File: src/rtl/led_step_ctrl_if.sv
// Button-side inputs and colour-datapath strobes of the LED step controller.
// The bench drives master; led_step_ctrl connects as slave.
interface led_step_ctrl_if;
  logic       button;
  logic       auto_mode;
  logic       advance;
  logic       colour_clr;
  logic       held;
  logic [7:0] step_cnt;

  modport master (
    output button,
    output auto_mode,
    input  advance,
    input  colour_clr,
    input  held,
    input  step_cnt
  );

  modport slave (
    input  button,
    input  auto_mode,
    output advance,
    output colour_clr,
    output held,
    output step_cnt
  );
endinterface

File: src/rtl/led_step_ctrl.sv
// Push-button conditioning and advance/clear strobe sequencing for the LED colour datapath.
// Optional free-running mode: define LED_STEP_CTRL_AUTO_EN.
module led_step_ctrl #(
  parameter int DEB_CYCLES  = 4,
  parameter int STEP_CYCLES = 8
) (
  input  logic           clk,
  input  logic           rst_n,
  led_step_ctrl_if.slave bus
);
  localparam int CW = (DEB_CYCLES > 1) ? $clog2(DEB_CYCLES) : 1;
  localparam int TW = $clog2(STEP_CYCLES);
  localparam logic [CW-1:0] DEB_LAST = CW'(DEB_CYCLES - 1);
  localparam logic [TW-1:0] T_PRE    = TW'(STEP_CYCLES - 2);
  localparam logic [TW-1:0] T_LAST   = TW'(STEP_CYCLES - 1);

  typedef enum logic [2:0] {
    S_INIT,
    S_IDLE,
    S_FIRST,
    S_REPEAT
`ifdef LED_STEP_CTRL_AUTO_EN
    , S_AUTO
`endif
  } state_e;

  state_e          state_q, state_d;
  logic            sync1_q, sync2_q;
  logic [CW-1:0]   deb_cnt_q, deb_cnt_d;
  logic            held_q, held_d;
  logic            rise_q;
  logic [TW-1:0]   timer_q, timer_d;
  logic            adv_q, adv_d;
  logic            clr_q, clr_d;
  logic [7:0]      step_q, step_d;

`ifndef LED_STEP_CTRL_AUTO_EN
  logic unused_auto;
  assign unused_auto = bus.auto_mode;
`endif

  always_ff @(posedge clk or negedge rst_n) begin
    if (!rst_n) state_q <= S_INIT;
    else        state_q <= state_d;
  end

  always_ff @(posedge clk or negedge rst_n) begin
    if (!rst_n) begin
      sync1_q   <= 1'b0;
      sync2_q   <= 1'b0;
      deb_cnt_q <= '0;
      held_q    <= 1'b0;
      rise_q    <= 1'b0;
      timer_q   <= '0;
      adv_q     <= 1'b0;
      clr_q     <= 1'b0;
      step_q    <= 8'd0;
    end else begin
      sync1_q   <= bus.button;
      sync2_q   <= sync1_q;
      deb_cnt_q <= deb_cnt_d;
      held_q    <= held_d;
      rise_q    <= held_d & ~held_q;
      timer_q   <= timer_d;
      adv_q     <= adv_d;
      clr_q     <= clr_d;
      step_q    <= step_d;
    end
  end

  // held only flips after DEB_CYCLES consecutive disagreeing samples
  always_comb begin
    deb_cnt_d = '0;
    held_d    = held_q;
    if (sync2_q != held_q) begin
      if (deb_cnt_q == DEB_LAST) held_d = ~held_q;
      else deb_cnt_d = deb_cnt_q + CW'(1);
    end
  end

  always_comb begin
    state_d = state_q;
    case (state_q)
      S_INIT: state_d = S_IDLE;
      S_IDLE: begin
        if (rise_q && held_d) state_d = S_FIRST;
`ifdef LED_STEP_CTRL_AUTO_EN
        else if (bus.auto_mode && !held_q)
          state_d = S_AUTO;
`endif
      end
      S_FIRST:  state_d = S_REPEAT;
      S_REPEAT: if (!held_d) state_d = S_IDLE;
`ifdef LED_STEP_CTRL_AUTO_EN
      S_AUTO:   if (!bus.auto_mode) state_d = S_IDLE;
`endif
      default:  state_d = S_IDLE;
    endcase
  end

  // Strobes are decided one cycle ahead and registered; the visible
  // advance coincides with timer_q == STEP_CYCLES-1.
  always_comb begin
    adv_d   = 1'b0;
    clr_d   = 1'b0;
    timer_d = timer_q;
    case (state_q)
      S_INIT: clr_d = 1'b1;
      S_IDLE: begin
        timer_d = '0;
        adv_d   = rise_q && held_d;
      end
      S_FIRST: timer_d = '0;
      S_REPEAT: begin
        if (!held_d) begin
          timer_d = '0;
        end else begin
          adv_d   = (timer_q == T_PRE);
          timer_d = (timer_q == T_LAST) ? '0
                                        : timer_q + TW'(1);
        end
      end
`ifdef LED_STEP_CTRL_AUTO_EN
      S_AUTO: begin
        if (!bus.auto_mode) begin
          timer_d = '0;
        end else if (!held_d) begin
          adv_d   = (timer_q == T_PRE);
          timer_d = (timer_q == T_LAST) ? '0
                                        : timer_q + TW'(1);
        end
      end
`endif
      default: timer_d = '0;
    endcase
  end

  assign step_d = adv_d ? step_q + 8'd1 : step_q;

  assign bus.advance    = adv_q;
  assign bus.colour_clr = clr_q;
  assign bus.held       = held_q;
  assign bus.step_cnt   = step_q;
endmodule

File: src/flat_wrapper.sv
// flat-port wrapper written by rule: the top's interface ports become plain ports
module led_step_ctrl_flat 
#(
  parameter int DEB_CYCLES  = 4,
  parameter int STEP_CYCLES = 8
)
  (clk, rst_n, bus_button, bus_auto_mode, bus_advance, bus_colour_clr, bus_held, bus_step_cnt);
  led_step_ctrl_if bus_i ();
  input  logic clk;
  input  logic rst_n;
  input wire logic [$bits(bus_i.button)-1:0] bus_button;
  input wire logic [$bits(bus_i.auto_mode)-1:0] bus_auto_mode;
  output wire logic [$bits(bus_i.advance)-1:0] bus_advance;
  output wire logic [$bits(bus_i.colour_clr)-1:0] bus_colour_clr;
  output wire logic [$bits(bus_i.held)-1:0] bus_held;
  output wire logic [$bits(bus_i.step_cnt)-1:0] bus_step_cnt;
  assign bus_i.button = bus_button;
  assign bus_i.auto_mode = bus_auto_mode;
  assign bus_advance = bus_i.advance;
  assign bus_colour_clr = bus_i.colour_clr;
  assign bus_held = bus_i.held;
  assign bus_step_cnt = bus_i.step_cnt;
  led_step_ctrl #(.DEB_CYCLES(DEB_CYCLES), .STEP_CYCLES(STEP_CYCLES)) u_core (.clk(clk), .rst_n(rst_n), .bus(bus_i));
endmodule
File: config.mk
export PLATFORM = sky130hd
export DESIGN_NAME = led_step_ctrl_flat
export DESIGN_NICKNAME = d
export VERILOG_FILES = /design/src/rtl/led_step_ctrl_if.sv /design/src/rtl/led_step_ctrl.sv /design/src/flat_wrapper.sv
export SDC_FILE = /design/constraint.sdc
export NUM_CORES = 1
export LEC_CHECK = 0
export ABC_AREA = 1
export CAP_MARGIN = 0
export CORE_MARGIN = 4
export CORE_UTILIZATION = 40
export CTS_BUF_LIST = sky130_fd_sc_hd__clkbuf_4
export DETAILED_ROUTE_END_ITERATION = 16
export PLACE_DENSITY_LB_ADDON = 0.15
export SYNTH_ARGS = -nofsm -noshare
export SYNTH_HDL_FRONTEND = slang
export SYNTH_SLANG_ARGS = --single-unit
File: constraint.sdc
create_clock -name clk -period 3.7 [get_ports clk]
set_input_delay 0.37 -clock clk [delete_from_list [all_inputs] [get_ports clk]]
set_output_delay 0.37 -clock clk [all_outputs]
set_load 0.02 [all_outputs]
==> impl_metrics.ini, run 1 <==
[global_routing]
grt_pass1_vias = 739
grt_max_degree = 22
grt_pass1_wl_um = 3220
grt_usage_pct = 11.8
antenna_found_initial = 0
grt_overflow = 0

[timing]
rsz0062_at_grt = false
max_clock_freq_mhz = 558
timing.final.crit_share_pct = 48.4
setup_ws_ps = 1910
totalNegativeSetupSlack_ps = 0
final.min_clock_period_ps = 1790
slew_viol_final = 0
tightest_slew_ps = 935
slew-limit-headroom_pct = 37.5
setup_violations = 0
report.final.hold_viol_count = 0
fin_skew_ps = 6.46

[synth]
syn_area_um2 = 1070
yosys_warnings = 0
ys_seq_area_share_pct = 49.3
ys_top_cells_by_count = nand2_1, dfrtp_1, nand3_1
synth_edf_count = 0
synth_cell_types = 17
synthCells = 120
synth_area_leaders = dfrtp_1, nand2_1, ha_1, nand3_1, inv_1
mappedNetlistNets = 132
syn_area_per_cell_um2 = 8.88
synth_flop_cell = dfrtp_1
yosys.cell_count.top_type = nand2_1
ys_ff_latch = 21
synth_area_leader_cell = dfrtp_1
postSynth.asyncResetShare_pct = 100
synth_top_cell_area_share_pct = 49.3

[critical_path]
cp_max_fo = 6
r2r_end = u_core.bus.step_cnt[1]
path_cells = clkdlybuf4s50_1
crit_type = register to output pin
rr_startpoint = u_core.deb_cnt_q[0]
required_ps = 3330
crit_arrival_ps = 1420
critPathTopFamily = buffers and inverters
cp_slowest_stage_delay_ps = 650
rrSetupSlack_ps = 2330
cp-end-kind = output pin
crit_buf_inv = 1
ff2ff_path_depth = 8
cpMaxStageDelayCell = clkdlybuf4s50_1
start_kind = register

[hold_path]
min_path_type = register to register
min_from = u_core.sync1_q
min_to = u_core.sync2_q
hold_depth = 0

[cells_and_area]
antennaDiodeCount = 0
area_growth_pct = 18.5
fin_util_pct = 50.6
nNetsFinal = 150
drive_gt1_share_pct = 8.03

[floorplanning]
rows = 18
die_area_um2 = 3560
io_pins = 15
start_util_pct = 42.6
coreArea_um2 = 2500
die_w_um = 59.6
dieHeight_um = 59.6

[clock_tree]
htree_levels = 1
post_cts_buffers = 0
cts_made_buffers = 3
clock_sinks = 21
cts_tree = yes
clkTransAtPathRegs_ps = 120
root_buffer = clkbuf_4
insertion_delay_ps = 300
cts_max_path_buffers = 2
cts_hold_buf = 0
ctsResizeCount = 0

[power]
p_seq_share_pct = 45.2
sw_frac_of_total_pct = 38.5
p_leak_nw = 0.632
internal-power_mw = 0.449
p_per_area_nw_per_um2 = 578
peakVddDrop_mv = 0.343
p_clk_share_pct = 16.0
p_comb_share_pct = 38.8
switching_power_mw = 0.281

[placement]
place_ws_ps = 2120
dp.final_hpwl_um = 1310
io_buffers = 13
routabilityCongestion = 0.788

[route]
vias = 791
antenna_left = 0
dr.pass1.iters = 4
route.detailed.drc = 0
drtIter0Drc = 21
viasPerCell = 4.74
wire_per_inst_um = 10.9
wl_um = 1830

[flow_run]
cap_violations = 0

[outcome]
outcome = finished clean
[per-stage QoR]
step,cells,power [mW],cell area (um^2),hold WS (ps)
finish,167,0.730,1260,367
floorplan,120,0.532,1070,74.4
CTS,167,0.743,1260,374
global route,167,0.795,1260,388
global placement,163,0.612,1230,332
detailed placement,163,0.623,1230,346
[layout by cell type, fill, tap and decap left out]
cell             count
clkbuf_4             4
nand3_4              2
xor2_1               2
nand3b_1             1
nand2_4              2
nor2_1               6
nand2_2              2
o21ai_0              2
a21oi_1              1
nand2_1             42
ha_1                 8
or2_2                1
inv_1               12
o22ai_1              1
xnor2_1              2
nor3_1               1
clkdlybuf4s50_1     13
dfrtp_1             21
nand3_1             14
[power by group through the flow]
stage | logic, mW | registers (mW) | clock network [mW]
after floorplan | 0.179 | 0.353 | 0
after global placement | 0.279 | 0.333 | 0
after detailed placement | 0.286 | 0.336 | 0
after CTS | 0.289 | 0.331 | 0.123
after global routing | 0.323 | 0.340 | 0.132
final | 0.283 | 0.330 | 0.117
[how the worst max path moves through the flow]
| stage | endpoint | startpoint | slack, ps | cells past startpoint |
|---|---|---|---|---|
| after floorplan | u_core.bus.step_cnt[3] | u_core.deb_cnt_q[0] | 2490 | 8 |
| after global placement | u_core.timer_q[0] | rst_n | 2110 | 1 |
| after detailed placement | u_core.timer_q[1] | rst_n | 2120 | 1 |
| after CTS | bus_step_cnt[2] | u_core.bus.step_cnt[2] | 1880 | 1 |
| after global routing | bus_step_cnt[2] | u_core.bus.step_cnt[2] | 1820 | 1 |
| final | bus_step_cnt[2] | u_core.bus.step_cnt[2] | 1910 | 1 |
[area by class of cell]
type | instances | area, um^2
clock buffer | 4 | 30.0
fill | 227 | 1240
inverter | 12 | 45.0
multi-input combinational | 87 | 495
sequential | 21 | 526
tap | 30 | 37.5
timing repair buffer | 13 | 130
[per-layer routing]
metal | track usage, % | wire, um
met1 | 15.7 | 897
met3 | 4.79 | 106
met2 | 18.6 | 811
met4 | 1.90 | 12
met5 | 0 | 0
[registers in the layout, summed over array words and instances (netlist names)]
| register | cells |
|---|---|
| u_core.rise_q | 1 |
| u_core.sync2_q | 1 |
| u_core.bus.held | 1 |
| u_core.sync1_q | 1 |
| u_core.bus.colour_clr | 1 |
| u_core.timer_q | 3 |
| u_core.deb_cnt_q | 2 |
| u_core.bus.advance | 1 |
| u_core.state_q | 2 |
| u_core.bus.step_cnt | 8 |
[cells by family (layout without fill, tap and decap cells)]
family | after synthesis | in the layout | synth area share [%]
and+or+nand+nor | 71 | 71 | 31.8
AOI/OAI and AO/OA | 4 | 4 | 2.00
adders and majority gates | 8 | 8 | 9.39
xor gates and xnor gates | 4 | 4 | 3.29
buffers and inverters | 12 | 29 | 4.23
DFF | 21 | 21 | 49.3
Power figures use the tool's default switching activity.
==> run 2, diff against run 1 <==
==> constraint.sdc (replaced) <==
create_clock -name clk -period 1.45 [get_ports clk]
set_input_delay 0.145 -clock clk [delete_from_list [all_inputs] [get_ports clk]]
set_output_delay 0.145 -clock clk [all_outputs]
set_load 0.02 [all_outputs]
==> impl_metrics.ini, run 2 (synthesis gave the netlist of run 1 again) <==
[outcome]
outcome = finished clean

[critical_path]
start_kind = register
r2r_end = u_core.bus.step_cnt[5]
cp-end-kind = output pin
cp_slowest_stage_delay_ps = 600
ff2ff_path_depth = 8
cpMaxStageDelayCell = clkdlybuf4s50_1
cp_max_fo = 1
critPathTopFamily = buffers and inverters
crit_type = register to output pin
rr_startpoint = u_core.deb_cnt_q[0]
crit_arrival_ps = 1240
crit_buf_inv = 1
required_ps = 1310
rrSetupSlack_ps = 120
path_cells = clkdlybuf4s50_1

[placement]
placed_area_um2 = 1240
place_inst = 164
dp.final_hpwl_um = 1330
place_ws_ps = 101
io_buffers = 13
routabilityCongestion = 0.785

[cells_and_area]
largest_register_ffs = 8
design_area_um2 = 1270
drive_gt1_share_pct = 10.1
instances_no_fill = 169
layout.cells.most_common_list = nand2_1, dfrtp_1, nand3_1
nNetsFinal = 152
area_growth_pct = 19.0
final_common_cell = nand2_1
antennaDiodeCount = 0

[route]
wire_per_inst_um = 11.1
route.detailed.drc = 0
drtIter0Drc = 38
antenna_left = 0
dr.pass1.iters = 4
viasPerCell = 4.87
vias = 823
wl_um = 1880

[clock_tree]
insertion_delay_ps = 300
cts_tree = yes
post_cts_buffers = 0
root_buffer = clkbuf_4
cts_max_path_buffers = 2
clock_sinks = 21
cts_made_buffers = 3
htree_levels = 1
clkTransAtPathRegs_ps = 110

[timing]
tightest_slew_ps = 275
totalNegativeSetupSlack_ps = 0
setup_ws_ps = 65.1
max_clock_freq_mhz = 722
timing.final.crit_share_pct = 95.5
fin_skew_ps = 2.93
setup_violations = 0
rsz0062_at_grt = false
slew-limit-headroom_pct = 81.7
report.final.hold_viol_count = 0
slew_viol_final = 0
final.min_clock_period_ps = 1380

[flow_run]
cap_violations = 0

[floorplanning]
die_w_um = 59.6
start_util_pct = 42.6
rows = 18
dieHeight_um = 59.6
io_pins = 15
coreArea_um2 = 2500
die_area_um2 = 3560

[global_routing]
grt_max_degree = 22
grt_pass1_wl_um = 3300
grt_pass1_vias = 757
grt_usage_pct = 12.1
grt_overflow = 0
antenna_found_initial = 0

[power]
peakVddDrop_mv = 1.01
design_power_total_mw = 1.84
sw_frac_of_total_pct = 38.9
p_per_area_nw_per_um2 = 1450
p_comb_share_pct = 38.2
p_clk_share_pct = 16.0
p_leak_nw = 0.679
switching_power_mw = 0.718
p_seq_share_pct = 45.8
internal-power_mw = 1.13

[hold_path]
min_path_type = primary input to asynchronous set/reset pin
[run 2: cell count changes in the layout (fill, tap and decap cells not counted)]
cell	previous run	this run
ha_2	0	1
buf_4	0	1
ha_1	8	7
nand2_2	2	3
clkdlybuf4s50_1	13	4
dlygate4sd2_1	0	9
[run 2: stage by stage]
| stage | hold slack (ps) | util, % |
|---|---|---|
| after global placement | 332 | 49.6 |
| final | 173 | 50.8 |
| after floorplan | -151 | - |
| after CTS | 170 | 50.4 |
| after global routing | 179 | 50.8 |
| after detailed placement | 350 | 49.6 |
[run 2: worst max path at each step]
| stage | startpoint | to | slack [ps] | cells after the start |
|---|---|---|---|---|
| after floorplan | u_core.deb_cnt_q[0] | u_core.bus.step_cnt[3] | 240 | 8 |
| after global placement | u_core.deb_cnt_q[0] | u_core.bus.step_cnt[7] | 120 | 8 |
| after detailed placement | u_core.deb_cnt_q[0] | u_core.bus.step_cnt[1] | 100 | 8 |
| after CTS | u_core.bus.colour_clr | bus_colour_clr | 40 | 1 |
| after global routing | u_core.bus.colour_clr | bus_colour_clr | 4 | 1 |
| final | u_core.bus.colour_clr | bus_colour_clr | 70 | 1 |
[run 2: layout make-up]
| class | instances | area, um^2 |
|---|---|---|
| fillers | 246 | 1230 |
| flip-flops and latches | 21 | 526 |
| multi-input cells | 88 | 504 |
| repair buffers | 14 | 126 |
| inverters | 12 | 45.0 |
| well taps | 30 | 37.5 |
| clock buffers | 4 | 30.0 |
[run 2: power by group through the flow]
stage,Sequential [mW],Combinational (mW),Clock (mW)
6_report,0.845,0.705,0.294
3_3_place_gp,0.851,0.712,0
4_1_cts,0.844,0.709,0.315
2_1_floorplan,0.900,0.457,0
5_1_grt,0.867,0.802,0.337
3_5_place_dp,0.858,0.731,0
[run 2: per-layer routing]
layer | routed length (um) | vias to the layer above | track usage (%)
met1 | 919 | 383 | 15.5
met5 | 0 | - | 0
li1 | - | 420 | -
met4 | 15 | 0 | 3.48
met3 | 103 | 2 | 4.14
met2 | 842 | 18 | 19.5
[run 2: repair_timing]
action / in CTS / in global routing
endpoints found under the setup margin: 9 / 9
gates resized for setup: 9 / 1
hold buffers: 0 / 0
cloned: 0 / 1
pin swaps: 0 / 1
==> run 3, diff against run 2 <==
--- a/config.mk
+++ b/config.mk
@@ -11,6 +11,7 @@
 export CORE_UTILIZATION = 40
 export CTS_BUF_LIST = sky130_fd_sc_hd__clkbuf_4
 export DETAILED_ROUTE_END_ITERATION = 16
+export MAX_ROUTING_LAYER = met4
 export PLACE_DENSITY_LB_ADDON = 0.15
 export SYNTH_ARGS = -nofsm -noshare
 export SYNTH_HDL_FRONTEND = slang
==> results of run 3 <==
Same layout as run 2: the final DEF is identical, and so are final timing and power.
Among the figures that moved: final weighted congestion in routability-driven placement 0.785 -> 0.796; overall routing resource usage 12.1% -> 12.5%
